## src/rtl/tm_lif_pkg.sv

```systemverilog
// Shared constants and helpers for the time-multiplexed LIF neuron array.
//   DEF_*     : default parameter values for the array
//   sat_add() : unsigned add clamped to 2^width-1 (operands up to 32 bits)
//   refr_w()  : width of a refractory counter able to hold 0..refract
package tm_lif_pkg;

  localparam int DEF_N_NEURONS  = 4;
  localparam int DEF_WIDTH      = 8;
  localparam int DEF_LEAK_SHIFT = 1;
  localparam int DEF_REFRACT    = 2;

  // The sum is formed one bit wider than the operands so a carry is seen
  // before the clamp.
  function automatic logic [31:0] sat_add(input logic [31:0] a,
                                          input logic [31:0] b,
                                          input int unsigned width);
    logic [32:0] s;
    logic [32:0] lim;
    s   = {1'b0, a} + {1'b0, b};
    lim = (33'd1 << width) - 33'd1;
    return (s > lim) ? lim[31:0] : s[31:0];
  endfunction

  // A zero-length refractory period still gets a 1-bit counter so the
  // register file never has zero width.
  function automatic int refr_w(input int refract);
    return (refract < 1) ? 1 : $clog2(refract + 1);
  endfunction

endpackage

```

## src/rtl/lif_slot_update.sv

```systemverilog
// Combinational update of one neuron slot: leak, integrate, saturate,
// threshold, refractory handling.
//   state/refr     : current stored membrane state and refractory count
//   inp, thresh    : selected input current and firing threshold
//   state_nxt/refr_nxt : values to write back into the register file
//   fire           : slot spikes this service
module lif_slot_update
  import tm_lif_pkg::*;
#(
  parameter int WIDTH      = DEF_WIDTH,
  parameter int LEAK_SHIFT = DEF_LEAK_SHIFT,
  parameter int REFRACT    = DEF_REFRACT,
  parameter int RW         = refr_w(DEF_REFRACT)
) (
  input  logic [WIDTH-1:0] state,
  input  logic [RW-1:0]    refr,
  input  logic [WIDTH-1:0] inp,
  input  logic [WIDTH-1:0] thresh,
  output logic [WIDTH-1:0] state_nxt,
  output logic [RW-1:0]    refr_nxt,
  output logic             fire
);

  logic [WIDTH-1:0] leak_amt;
  logic [WIDTH-1:0] leaked;
  logic [WIDTH-1:0] sum;

  // A shift of 0 would subtract the whole state, so it means "no leak".
  assign leak_amt = (LEAK_SHIFT == 0) ? '0 : (state >> LEAK_SHIFT);
  assign leaked   = state - leak_amt;
  assign sum      = WIDTH'(sat_add(32'(leaked), 32'(inp), WIDTH));

  always_comb begin
    // NOTE: every output gets a default first so no path leaves one
    // unassigned, which would otherwise infer a latch.
    state_nxt = sum;
    refr_nxt  = refr;
    fire      = 1'b0;
    if (refr != '0) begin
      // Refractory: clamp to rest and drop the input entirely.
      state_nxt = '0;
      refr_nxt  = refr - RW'(1);
    end else if (sum >= thresh) begin
      fire      = 1'b1;
      state_nxt = '0;
      refr_nxt  = RW'(REFRACT);
    end
  end

endmodule

```

## src/rtl/tm_lif_array.sv

```systemverilog
// Time-multiplexed array of N_NEURONS leaky integrate-and-fire neurons.
// One shared datapath services one slot per enabled clock, round-robin.
//   en          : advance and update the current slot
//   chain       : 1 = slot i>0 integrates the stored state of slot i-1
//   cur_in      : input current for the slot being serviced
//   thresh      : firing threshold
//   cur_idx     : slot serviced this cycle
//   spike_valid/spike/spike_id/state_out : registered result of last slot
//   frame_done  : pulses with the result of the final slot of a frame
//   spike_vec   : spike flags of the last completed frame
module tm_lif_array
  import tm_lif_pkg::*;
#(
  parameter  int N_NEURONS  = DEF_N_NEURONS,
  parameter  int WIDTH      = DEF_WIDTH,
  parameter  int LEAK_SHIFT = DEF_LEAK_SHIFT,
  parameter  int REFRACT    = DEF_REFRACT,
  localparam int IDX_W      = $clog2(N_NEURONS)
) (
  input  logic                 clk,
  input  logic                 rst_n,
  input  logic                 en,
  input  logic                 chain,
  input  logic [WIDTH-1:0]     cur_in,
  input  logic [WIDTH-1:0]     thresh,
  output logic [IDX_W-1:0]     cur_idx,
  output logic                 spike_valid,
  output logic                 spike,
  output logic [IDX_W-1:0]     spike_id,
  output logic [WIDTH-1:0]     state_out,
  output logic                 frame_done,
  output logic [N_NEURONS-1:0] spike_vec
);

  localparam int              RW   = refr_w(REFRACT);
  localparam logic [IDX_W-1:0] LAST = IDX_W'(N_NEURONS - 1);

  logic [IDX_W-1:0]     idx;
  logic [WIDTH-1:0]     state_q [N_NEURONS];
  logic [RW-1:0]        refr_q  [N_NEURONS];
  logic [N_NEURONS-1:0] shadow_q;

  logic [WIDTH-1:0]     slot_in;
  logic [WIDTH-1:0]     state_nxt;
  logic [RW-1:0]        refr_nxt;
  logic                 fire;
  logic [N_NEURONS-1:0] flags_nxt;

  assign cur_idx = idx;

  // Chained mode reads the predecessor's stored state, which was written
  // at the end of the previous cycle, i.e. already updated this frame.
  always_comb begin
    slot_in = cur_in;
    if (chain && (idx != '0)) slot_in = state_q[idx - IDX_W'(1)];
  end

  lif_slot_update #(
    .WIDTH     (WIDTH),
    .LEAK_SHIFT(LEAK_SHIFT),
    .REFRACT   (REFRACT),
    .RW        (RW)
  ) u_update (
    .state    (state_q[idx]),
    .refr     (refr_q[idx]),
    .inp      (slot_in),
    .thresh   (thresh),
    .state_nxt(state_nxt),
    .refr_nxt (refr_nxt),
    .fire     (fire)
  );

  // Frame flags including the slot being serviced now, so the last slot's
  // spike lands in spike_vec together with frame_done.
  always_comb begin
    flags_nxt      = shadow_q;
    flags_nxt[idx] = fire;
  end

  // NOTE: sequential state uses non-blocking assignments only; the register
  // file is reset too because a reset must restart every neuron from rest.
  always_ff @(posedge clk or negedge rst_n) begin
    if (!rst_n) begin
      idx         <= '0;
      shadow_q    <= '0;
      spike_valid <= 1'b0;
      spike       <= 1'b0;
      spike_id    <= '0;
      state_out   <= '0;
      frame_done  <= 1'b0;
      spike_vec   <= '0;
      for (int i = 0; i < N_NEURONS; i++) begin
        state_q[i] <= '0;
        refr_q[i]  <= '0;
      end
    end else if (en) begin
      state_q[idx] <= state_nxt;
      refr_q[idx]  <= refr_nxt;
      spike_valid  <= 1'b1;
      spike        <= fire;
      spike_id     <= idx;
      state_out    <= state_nxt;
      if (idx == LAST) begin
        idx        <= '0;
        spike_vec  <= flags_nxt;
        shadow_q   <= '0;
        frame_done <= 1'b1;
      end else begin
        idx        <= idx + IDX_W'(1);
        shadow_q   <= flags_nxt;
        frame_done <= 1'b0;
      end
    end else begin
      spike_valid <= 1'b0;
      frame_done  <= 1'b0;
    end
  end

endmodule

```

## config.mk

```make
export PLATFORM = sky130hd
export DESIGN_NAME = tm_lif_array
export DESIGN_NICKNAME = d
export VERILOG_FILES = /design/src/rtl/tm_lif_pkg.sv /design/src/rtl/lif_slot_update.sv /design/src/rtl/tm_lif_array.sv
export SDC_FILE = /design/constraint.sdc
export NUM_CORES = 1
export LEC_CHECK = 0
export CELL_PAD_IN_SITES_DETAIL_PLACEMENT = 0
export CELL_PAD_IN_SITES_GLOBAL_PLACEMENT = 1
export CORE_ASPECT_RATIO = 1.1
export CORE_MARGIN = 4
export CORE_UTILIZATION = 42
export DETAILED_ROUTE_END_ITERATION = 6
export PLACE_DENSITY_LB_ADDON = 0.1
export SETUP_SLACK_MARGIN = 0.15
export SYNTH_ARGS = -nofsm -noshare
export SYNTH_HDL_FRONTEND = slang
export SYNTH_HIERARCHICAL = 1
export SYNTH_SLANG_ARGS = --single-unit
```

## constraint.sdc

```tcl
create_clock -name clk -period 4.89 [get_ports clk]
set_input_delay 0.978 -clock clk [delete_from_list [all_inputs] [get_ports clk]]
set_output_delay 0.978 -clock clk [all_outputs]
set_load 0.02 [all_outputs]
```

==> flow_summary.toml <==
[global_route]
grt_pass1_vias = 3105
grt_pass1_wl_um = 15800
grt_antenna_before_repair = 0
grt_max_degree = 44
grt_use_total_pct = 18.7
grt_overflow = 0

[clock_network]
cts_buffer_depth = 2
cts_sinks = 63
cts_buffers = 9
tritoncts = "yes"
clk_pin_slew_ns = 0.07
root_buffer = "clkbuf_8"
clk_latency_ns = 0.34
htreeDepth = 3

[synthesis]
synth_edf_count = 0
yosys.area.top_type = "dfrtp_1"
synth-seq-cells = 63
synthArstFlopShare_pct = 100
synth_cell_type_count = 50
synth_cells = 323
ys.flop_type = "dfrtp_1"
ys.warnings.count = 6
netlist_area_mm2 = 0.00397
syn_area_per_cell_um2 = 12.3
yosysTopAreaCellShare_pct = 39.7
seq_area_frac_synth_pct = 39.7
ys_top_cells_by_area = "dfrtp_1 40%, mux2_2 17%, ha_1 8.8%"
synth_nets = 373

[floorplanning]
start_util_pct = 43.8
dieWidth_um = 101
chipHeight_um = 110
io_pins = 39
rows = 36
die_area_mm2 = 0.0111
core_mm2 = 0.00905

[critical_path]
startpoint_type = "flip-flop"
ff2ff_path_depth = 23
path_max_fanout = 8
r2r_start = "cur_idx[0]"
crit_start = "cur_idx[0]"
critPathRequiredTime_ns = 5.16
worstPathArrival_ns = 5.34
worstSetupEndpointType = "flip-flop"
timing_worst_setup_path_type = "flip-flop to flip-flop"

[sta]
finalSetupViolCount = 49
worst_clock_skew_ns = 0.00667
rsz0062_at_grt = "yes"
finalHoldViolCount = 0
period_minus_slack_ns = 5.07
max_freq_ghz = 0.197
maxSlewViolCount = 0
setup_ws_ns = -0.180
fin_crit_sh_pct = 104
slew_headroom_pct = 35.9
tightest_slew_ns = 0.962
tns_ns = -4.34

[cells_and_area]
instances_no_fill = 549
multi_input_area_mm2 = 0.00258
area.growth.synth_to_final_pct = 40.5
register_area_mm2 = 0.00158
layout_common_cells = "62 x dfrtp_1, 60 x buf_4, 51 x mux2_2"
fillers = 743
drive_above_1_share_pct = 46.7
final_common_cell = "dfrtp_1"
fin_nets = 481
num_antenna_cells = 0

[drt]
vias = 2926
routedWlPerCell_um = 17.7
ant_nets = 0
wl_um = 9720
first_pass_iters = 4
post_drt_via_cell_ratio = 5.33
drtIter0Drc = 146
drc = 0

[hold_path]
min_path_cells = 2
hp-class = "flip-flop to flip-flop"
hp-start = "spike_vec[1]"

[placement]
place.gp.congestion = 0.763
dp_cells = 522
hpwl_um = 7100
numPortBuffers = 38

[run_status]
status = "finished with violations"
violations = "setup timing"

[job]
maxCapViolations = 0
[worst max-delay path, cell delays in order (launching register included)]
cell,delay [ns]
dfrtp_2,0.39
buf_12,0.13
mux4_2,0.55
ha_4,0.19
fa_2,0.34
nor2b_2,0.12
o21ai_1,0.07
nand2b_1,0.18
a2111oi_2,0.09
nand4b_1,0.23
ha_4,0.30
o21a_1,0.15
nor2_4,0.06
a31oi_4,0.22
nor2_2,0.07
ha_1,0.27
nand2b_4,0.15
a211oi_4,0.25
o311ai_4,0.15
buf_4,0.16
a2111oi_4,0.30
buf_6,0.18
a21boi_4,0.26
mux2_4,0.19
[metal layers]
layer  vias to the layer above  global-route usage, %  part of all wire (%)
li1                       1398                      -                     -
met1                      1468                   24.9                    46
met2                        49                   30.8                    49
met3                        11                   3.62                   3.3
met4                         0                   5.77                   1.3
met5                         -                      0                     0
[registers in the layout, indices dropped and copies added (netlist names)]
register and count:
spike_id 2, spike 1, refr_q 8, spike_vec 4, frame_done 1, shadow_q 4
spike_valid 1, cur_idx 2, state_q 32, state_out 8
[Yosys cell counts, types with 2 or more instances]
library cell	instances
fa_1	2
xor2_1	3
nor2b_1	8
nand2b_1	4
and2_1	4
nand2_1	20
buf_2	6
o21bai_1	2
mux2_2	59
o21ai_0	11
nor3_1	2
a31oi_1	3
nand4_1	3
inv_1	27
ha_1	28
a211oi_1	2
nor2_1	7
xnor2_1	5
dfrtp_1	63
or2_2	3
o22ai_1	3
mux2i_1	3
a21oi_1	8
mux4_1	6
mux4_2	12
o41ai_1	2
o21a_1	3
a21o_1	2
[cell families after synthesis]
group	share of synthesized area, %
and+or+nand+nor	7.47
xor gates and xnor gates	1.77
AOI/OAI and AO/OA	8.95
muxes	28.3
adders and majority gates	9.84
DFF	39.7
buffers and inverters	3.97
[through the flow]
step | hold WS, ns | cell area, um^2 | utilization (%) | setup slack [ns]
after global placement | 0.468 | 4960 | 54.8 | -0.424
after detailed placement | 0.474 | 4960 | 54.8 | -0.485
after global routing | 0.521 | 5580 | 61.6 | -0.416
final | 0.493 | 5580 | 61.6 | -0.180
after CTS | 0.499 | 5310 | 58.7 | -0.151
after floorplan | 0.449 | 4060 | - | 0.00122
[timing repair]
action	in CTS	in global routing
hold buffers	0	0
gates resized for setup	30	34
setup endpoints to repair	52	52
pin swaps	12	13
setup buffers	6	6
[final cells by class]
cell class / instances / share of cell area [%]
clock buffers: 11 / 2.53
clock inverters: 4 / 1.26
inverters: 27 / 1.82
multi-input cells: 223 / 46.3
flip-flops and latches: 63 / 28.3
well taps: 114 / 2.56
repair buffers: 107 / 17.2
[final timing paths]
check	slack, ns	to
max in group asynchronous	3.24	cur_idx[0]
min	0.49	spike_vec[1]
max reg2reg	-0.18	state_out[4]
max	-0.18	state_out[4]
min in group asynchronous	0.80	state_out[2]
min reg2reg	0.49	spike_vec[1]
Power is left out: the tool's default activity adds up to more than one toggle a clock period on the data nets, which glitch-free logic cannot reach.
